<file path="src/rtl/vending_pkg.sv">
// Shared vending-machine definitions: coin values, price and dispenser states.
package vending_pkg;

  localparam int PRICE_CENTS   = 20;
  localparam int NICKLE_CENTS  = 5;
  localparam int DIME_CENTS    = 10;
  localparam int QUARTER_CENTS = 25;

  typedef enum logic [1:0] {
    IDLE   = 2'd0,
    VEND   = 2'd1,
    CHANGE = 2'd2
  } dispense_state_e;

endpackage

</file>
<file path="src/rtl/dispensing_purchase_buffer.sv">
// One-deep holding register for a purchase that arrives while the dispenser is busy.
// A push in the same cycle as a pop replaces the entry; a push into a full buffer
// without a pop is dropped and latches the sticky overflow flag.
module purchase_buffer #(
  parameter int W = 6
) (
  input  logic         clk_i,
  input  logic         rst_ni,
  input  logic         push_i,
  input  logic         pop_i,
  input  logic [W-1:0] data_i,
  output logic         full_o,
  output logic [W-1:0] data_o,
  output logic         overflow_o
);

  logic         valid_q, valid_d;
  logic [W-1:0] data_q, data_d;
  logic         ovf_q, ovf_d;

  // Next-state for the entry and the sticky drop flag.
  always_comb begin
    valid_d = valid_q;
    data_d  = data_q;
    ovf_d   = ovf_q;
    if (pop_i) begin
      valid_d = 1'b0;
    end
    if (push_i) begin
      if (!valid_q || pop_i) begin
        valid_d = 1'b1;
        data_d  = data_i;
      end else begin
        ovf_d = 1'b1;
      end
    end
  end

  // Buffer registers.
  always_ff @(posedge clk_i or negedge rst_ni) begin
    if (!rst_ni) begin
      valid_q <= 1'b0;
      data_q  <= '0;
      ovf_q   <= 1'b0;
    end else begin
      valid_q <= valid_d;
      data_q  <= data_d;
      ovf_q   <= ovf_d;
    end
  end

  assign full_o     = valid_q;
  assign data_o     = data_q;
  assign overflow_o = ovf_q;

endmodule

</file>
<file path="src/rtl/dispensing.sv">
// Vend side of the vending machine: releases the product when the deposit reaches
// the price, then pays the change out through the hopper, dimes before nickels.
module dispensing
  import vending_pkg::*;
#(
  parameter int PRICE = PRICE_CENTS,
  parameter int W     = 6
) (
  input  logic         clk_i,
  input  logic         rst_ni,
  input  logic [W-1:0] deposit_i,
  input  logic         hopper_ready_i,
  output logic         soda_o,
  output logic         dime_o,
  output logic         nickle_o,
  output logic [W-1:0] change_o,
  output logic         busy_o,
  output logic         overflow_o
);

  localparam logic [W-1:0] PriceW  = W'(PRICE);
  localparam logic [W-1:0] NickleW = W'(NICKLE_CENTS);
  localparam logic [W-1:0] DimeW   = W'(DIME_CENTS);

  dispense_state_e state_q, state_d;
  logic [W-1:0]    rem_q, rem_d;
  logic [W-1:0]    change_q, change_d;

  logic         trigger;
  logic [W-1:0] trig_amount;
  logic         buf_push, buf_pop, buf_full;
  logic [W-1:0] buf_data;
  logic         soda, dime, nickle;

  assign trigger     = (deposit_i >= PriceW);
  assign trig_amount = deposit_i - PriceW;

  purchase_buffer #(.W(W)) u_buf (
    .clk_i      (clk_i),
    .rst_ni     (rst_ni),
    .push_i     (buf_push),
    .pop_i      (buf_pop),
    .data_i     (trig_amount),
    .full_o     (buf_full),
    .data_o     (buf_data),
    .overflow_o (overflow_o)
  );

  // Next state, change bookkeeping and the one-hot vend/coin outputs.
  always_comb begin
    state_d  = state_q;
    rem_d    = rem_q;
    change_d = change_q;
    buf_push = 1'b0;
    buf_pop  = 1'b0;
    soda     = 1'b0;
    dime     = 1'b0;
    nickle   = 1'b0;
    unique case (state_q)
      IDLE: begin
        if (buf_full) begin
          // Deferred purchase goes first; a new trigger now takes its buffer slot.
          buf_pop  = 1'b1;
          buf_push = trigger;
          rem_d    = buf_data;
          change_d = buf_data;
          state_d  = VEND;
        end else if (trigger) begin
          rem_d    = trig_amount;
          change_d = trig_amount;
          state_d  = VEND;
        end
      end
      VEND: begin
        soda     = 1'b1;
        buf_push = trigger;
        state_d  = (rem_q >= NickleW) ? CHANGE : IDLE;
      end
      CHANGE: begin
        buf_push = trigger;
        if (rem_q >= DimeW) begin
          dime = hopper_ready_i;
          if (hopper_ready_i) rem_d = rem_q - DimeW;
        end else if (rem_q >= NickleW) begin
          nickle = hopper_ready_i;
          if (hopper_ready_i) rem_d = rem_q - NickleW;
        end
        // Anything under a nickel cannot be paid and is abandoned.
        if (rem_d < NickleW) state_d = IDLE;
      end
      default: state_d = IDLE;
    endcase
  end

  // State, remaining-change and reported-change registers.
  always_ff @(posedge clk_i or negedge rst_ni) begin
    if (!rst_ni) begin
      state_q  <= IDLE;
      rem_q    <= '0;
      change_q <= '0;
    end else begin
      state_q  <= state_d;
      rem_q    <= rem_d;
      change_q <= change_d;
    end
  end

  assign soda_o   = soda;
  assign dime_o   = dime;
  assign nickle_o = nickle;
  assign change_o = change_q;
  assign busy_o   = (state_q != IDLE);

endmodule

</file>
<file path="config.mk">
export PLATFORM = sky130hd
export DESIGN_NAME = dispensing
export DESIGN_NICKNAME = d
export VERILOG_FILES = /design/src/rtl/vending_pkg.sv /design/src/rtl/dispensing_purchase_buffer.sv /design/src/rtl/dispensing.sv
export SDC_FILE = /design/constraint.sdc
export NUM_CORES = 1
export LEC_CHECK = 0
export ABC_AREA = 0
export CAP_MARGIN = 40
export CORE_ASPECT_RATIO = 0.6
export CORE_UTILIZATION = 30
export DETAILED_ROUTE_END_ITERATION = 12
export PLACE_DENSITY = 0.47
export SETUP_SLACK_MARGIN = 0.02
export SLEW_MARGIN = 5
export SYNTH_ARGS = -nofsm -noshare
export SYNTH_HDL_FRONTEND = slang
export SYNTH_HIERARCHICAL = 1
export SYNTH_SLANG_ARGS = --single-unit
export TNS_END_PERCENT = 10
</file>
<file path="constraint.sdc">
create_clock -name clk_i -period 3 [get_ports clk_i]
set_input_delay 0.6 -clock clk_i [delete_from_list [all_inputs] [get_ports clk_i]]
set_output_delay 0.6 -clock clk_i [all_outputs]
set_load 0.02 [all_outputs]
</file>
# Yosys cells after proc, flatten, opt, wreduce, memory -nomap -nowiden
# Index checks and enable logic that the tools add are counted.
# word_totals
reg_bits	22
latch_bits	0
mem_bits_rw	0
romBits	0
in_bits	9
out_inout_bits	11
word_cells	56
memories	0
# classes
n_addsub	3
n_mul	0
div	0
n_lt_le_gt_ge	4
eq_ne	4
shift	0
mux	26
bitwise	1
reduce_logical	12
# op_table
operator	n
6-bit 2-to-1 mux	7
1-bit 2-to-1 mux	12
6-bit one-hot mux with 2 select lines	1
2-bit AND reduction	5
2-bit 2-to-1 mux	4
6-bit by 3-bit greater-or-equal comparator with 1-bit output, second input constant	1
6-bit by 4-bit greater-or-equal comparator with 1-bit output, second input constant	1
6-bit by 5-bit greater-or-equal comparator with 1-bit output, second input constant	1
6-bit by 3-bit < comparator with 1-bit output, second input constant	1
2-bit one-hot mux with 3 select lines	1
2-bit nonzero test	3
6-bit by 3-bit subtractor with 6-bit output, second input constant	1
6-bit by 4-bit subtractor with 6-bit output, second input constant	1
6-bit by 5-bit subtractor with 6-bit output, second input constant	1
3-bit by 2-bit != test with 1-bit output, second input constant	1
2-bit by 1-bit equality test with 1-bit output, second input constant	1
2-bit equality test, second input constant	1
2-bit logical NOT	1
2-bit != test, second input constant	1
1-bit one-hot mux with 2 select lines	1
2-bit OR reduction	1
1-bit logical NOT	1
1-bit logical OR	1
1-bit NOT	1

# Depth between registers and ports, before layout
# depth
ltp_word	8
ltp_mapped	9
depth_no_buf	8

# Cells and area by module
# Netlist, hierarchy kept.
# by_module_without_submodules
mod	instances	cells_each	area_per_inst_um2
dispensing	1	156	1308.8
purchase_buffer	1	19	330.3

# Worst setup path before layout
# Ideal clock, no wire load.
# synth_timing
path_kind	register -> register
startpoint	register rem_q[0]
endpoint	register state_q[0]
arrival_ns	2.380
required_time_ns	2.875
setup_slack_ns	0.495
stages_incl_launch_ff	10
synth_period_minus_slack_ns	2.505
cell_sequence	dfrtp_1 inv_1 ha_1 or3_1 buf_2 a211o_1 a32o_1 a2111oi_4 o21ai_2 mux2_4
# synth_between
elab_chain_cells	8
word_cells_on_any_way	12
# synth_lines
item	line	source
start: declaration	dispensing.sv:26	logic [W-1:0] rem_q, rem_d;
start signal: assignment	dispensing.sv:103	rem_q <= rem_d;
6-bit by 3-bit subtractor with 6-bit output	dispensing.sv:86	if (hopper_ready_i) rem_d = rem_q - NickleW;
6-bit 2-to-1 mux	dispensing.sv:86	
6-bit 2-to-1 mux	dispensing.sv:84	end else if (rem_q >= NickleW) begin
6-bit 2-to-1 mux *	dispensing.sv:81	if (rem_q >= DimeW) begin
6-bit 2-to-1 mux *	dispensing.sv:59	unique case (state_q)
6-bit by 3-bit < comparator with 1-bit output *	dispensing.sv:89	if (rem_d < NickleW) state_d = IDLE;
2-bit != test (no line) *	-	
2-bit AND reduction (no line) *	-	
end signal: assignment	dispensing.sv:102	state_q <= state_d;
end: declaration	dispensing.sv:25	dispense_state_e state_q, state_d;
# Mark *: on every way between the ends. The rest lies on a longest branch, timed or not. The select of a mux whose other input is x is not followed.
# A chain may end at the register's enable or synchronous reset.

# Worst setup path after layout
# layout_timing
startpoint	register rem_q[0]
endpoint	output nickle_o
# layout_between
elab_chain_cells	4
word_cells_on_any_way	5
# layout_lines
item	line	source
6-bit by 3-bit greater-or-equal comparator with 1-bit output	dispensing.sv:84	
1-bit 2-to-1 mux	dispensing.sv:84	
1-bit 2-to-1 mux *	dispensing.sv:81	
1-bit 2-to-1 mux *	dispensing.sv:59	
end: declaration	dispensing.sv:15	output logic nickle_o,
# Mark *: on every way between the ends. The rest lies on a longest branch, timed or not.

==> run metrics <==
CP bufs+invs=2; Mapped Cells=175; worst slack at placement=142.5 ps; Die X=between 90 and 100 µm; FILL cells=524; final worst-path cycle share=94.27%; sequential area share after synthesis=33.59%; core area=5155 µm²; Area contributors post-synth=dfrtp_1 (34%), ha_1 (9.9%), mux2_4 (6.4%); Synth cell types=51; Primary FF master, synth=dfrtp_1; Detailed Place HPWL=3166 µm; Remaining DRCs=0; Syn Std Cell Area=1639 µm²; most frequent cell after synthesis=dfrtp_1; min cycle time layout=~2800 ps; share of layout cells above drive strength 1=16.00%; WL per Instance=15.09 µm; PwrDens=1133 nW/µm²; final net count=between 200 and 250; Rows=20; R2R setup slack=190 ps; Yosys reg bits=22; starting density of the core=31.80%; I/O Buffers=19; synth warn=6; register area=550.5 µm²; maxcap violations=0; footprint of the multi-input gates=992.2 µm²; Setup WS post-layout=171.9 ps; CP startpoint=rem_q[0]$_DFFE_PN0P_; total CTS buffers=3; global-route wire length before repair=approximately 6500 µm; # resized after CTS=3; f_max=between 300 and 400 MHz; Slew Viols, Final=0; setup TNS=0 ps; Final setup violation count=0; Max clock buf depth=2; vias in the first global route=1279; H-tree levels=1; largest net degree at the start of global routing=23; initial antenna violation count=0; Leakage=0.9063 nW; via/cell ratio=5.086; ANT cells=0; CTS clk-pin slew, worst paths=80 ps; status=completed; Max-slew headroom=61.32%; Post-CTS Setup Bufs=0; First DRT Iteration DRCs=77; Die Span Y=59.26 µm; CTS tree=built; Layout area overhead=22.06%; top cell type's share of synthesized area=33.59%; Top delay family on crit path=simple AND/OR/NAND/NOR gates; Crit Reg-Reg Startpoint=rem_q[0]$_DFFE_PN0P_; Avg Cell Area, Syn=9.366 µm²; total number of vias=1353; Crit path arrival time=2230 ps; gr usage total=between 10% and 20%; Clock Skew=around 2.9 ps; worst r2r dst=state_q[0]$_DFFE_PN0P_; Async SR Flop Fraction=100.0%; Crit path largest cell delay=430 ps; clock sinks=22; GRT Residual Overflow=0; CP Cell Sequence=inv_1 -> ha_1 -> or3_1 -> o22ai_2 -> and3_1 -> dlygate4sd2_1; CTS Root Buffer Type=clkbuf_8; clk_lat worst skew=260 ps; Post-synth EDFFs=0; Critical Path End Type=output port; Post-synth top cells=dfrtp_1 (22), inv_1 (17), nor2_1 (15), ha_1 (13), nand2_1 (13); DRT Pass-1 Iters=4; slew at the pin with the worst max-slew slack=575.3 ps; die area=roughly 5800 µm²; slowest CP cell=dfrtp_1; Critical Path Sink=nickle_o; Worst Path Max Fanout=6; Detail Route Antenna Nets=0; Detailed Route WL=4013 µm; Worst path depth=6; syn_nets=197; VDD IR max=just under 0.4 mV; critical path required time=2400 ps; startpoint types=flop; Hold WC Path Type=flop to flop; Hold-fix buffers, CTS=0; Yosys top cell by area=dfrtp_1; WS Path Type=flop to output port; Placer Congestion=0.9015; IO Pins=20; RSZ-0062 raised after global routing=no; R2R depth=8; Final Hold Viols=0
## tightest hold or removal path: stages (launching register included)
cell and delay, ps:
dfrtp_1 350, nand2_1 40, o21ai_0 60
## cells by family after synthesis
logic type	after synthesis	synth area share, %
flip-flops	22	33.59
AO/OA/AOI/OAI	47	21.53
adder cells (fa/ha/maj)	13	9.924
XOR/XNOR	3	1.603
buffers and inverters	25	6.259
multiplexers	15	11.37
AND/OR/NAND/NOR	50	15.73
## metrics by stage
step	util, %	cell area, µm²	hold WS (ps)	power [mW]	instances
2_1_floorplan	-	1639	304.4	1.621	175
3_3_place_gp	37.94	1956	461.5	2.064	263
3_5_place_dp	37.94	1956	461.8	2.075	263
4_1_cts	38.81	2001	492.1	2.275	266
5_1_grt	38.81	2001	514.6	2.453	266
6_report	38.81	2001	481.3	2.266	266
## cells in the final DEF, fill, tap and decap left out, types with 2 or more instances in the layout
master and instances:
o211ai_1 4, a21oi_1 4, nand2_1 13, ha_1 13, buf_4 11, o31ai_1 3
a211oi_1 2, dlygate4sd2_1 2, nor3_1 4, nor2_1 15, xor2_1 2, o21a_1 2
clkdlybuf4s50_1 17, dfrtp_1 22, or3_1 2, inv_1 17, a21o_1 2, mux2_4 7
mux2i_1 7, o2bb2ai_1 2, o21ai_0 11, a41oi_1 2, o221ai_1 2, nand2b_1 4
clkbuf_8 3
## worst min path at each step
| stage | startpoint | endpoint | depth (start not counted) |
|---|---|---|---|
| after floorplan | rst_ni | change_o[0]$_DFFE_PN0P_ | 0 |
| final | change_o[5]$_DFFE_PN0P_ | change_o[5]$_DFFE_PN0P_ | 2 |
| after detailed placement | u_buf/overflow_o$_DFFE_PN0P_ | u_buf/overflow_o$_DFFE_PN0P_ | 1 |
| after global routing | u_buf/overflow_o$_DFFE_PN0P_ | u_buf/overflow_o$_DFFE_PN0P_ | 1 |
| after global placement | change_o[3]$_DFFE_PN0P_ | change_o[3]$_DFFE_PN0P_ | 2 |
| after CTS | change_o[1]$_DFFE_PN0P_ | change_o[1]$_DFFE_PN0P_ | 2 |
## power by group
part | total [mW] | switching, mW | internal, mW
registers | 0.561 | 0.115 | 0.446
clock network | 0.182 | 0.0929 | 0.0895
logic | 1.52 | 0.827 | 0.696
total | 2.27 | 1.04 | 1.23
## cell type report
class	count	area share (%)
Multi-Input combinational cell	128	49.59
Sequential cell	22	27.52
Clock buffer	3	2.064
Inverter	17	3.189
Tap cell	66	4.128
Timing Repair Buffer	30	13.51
## routing by layer
metal  wire length [µm]  GRT usage, %  up-vias
li1                   -             -      674
met1               2293         22.39      644
met2               1558         20.38       29
met3                117         3.538        6
met4                 43         2.521        0
met5                  0             0        -
## state kept, by name (all words and copies together), names as in the netlist
name and cells:
change_o 6, u_buf/overflow_o 1, rem_q 6, u_buf/full_o 1
state_q 2, u_buf/data_o 6
Note: power is estimated with default switching activity, not from simulation.
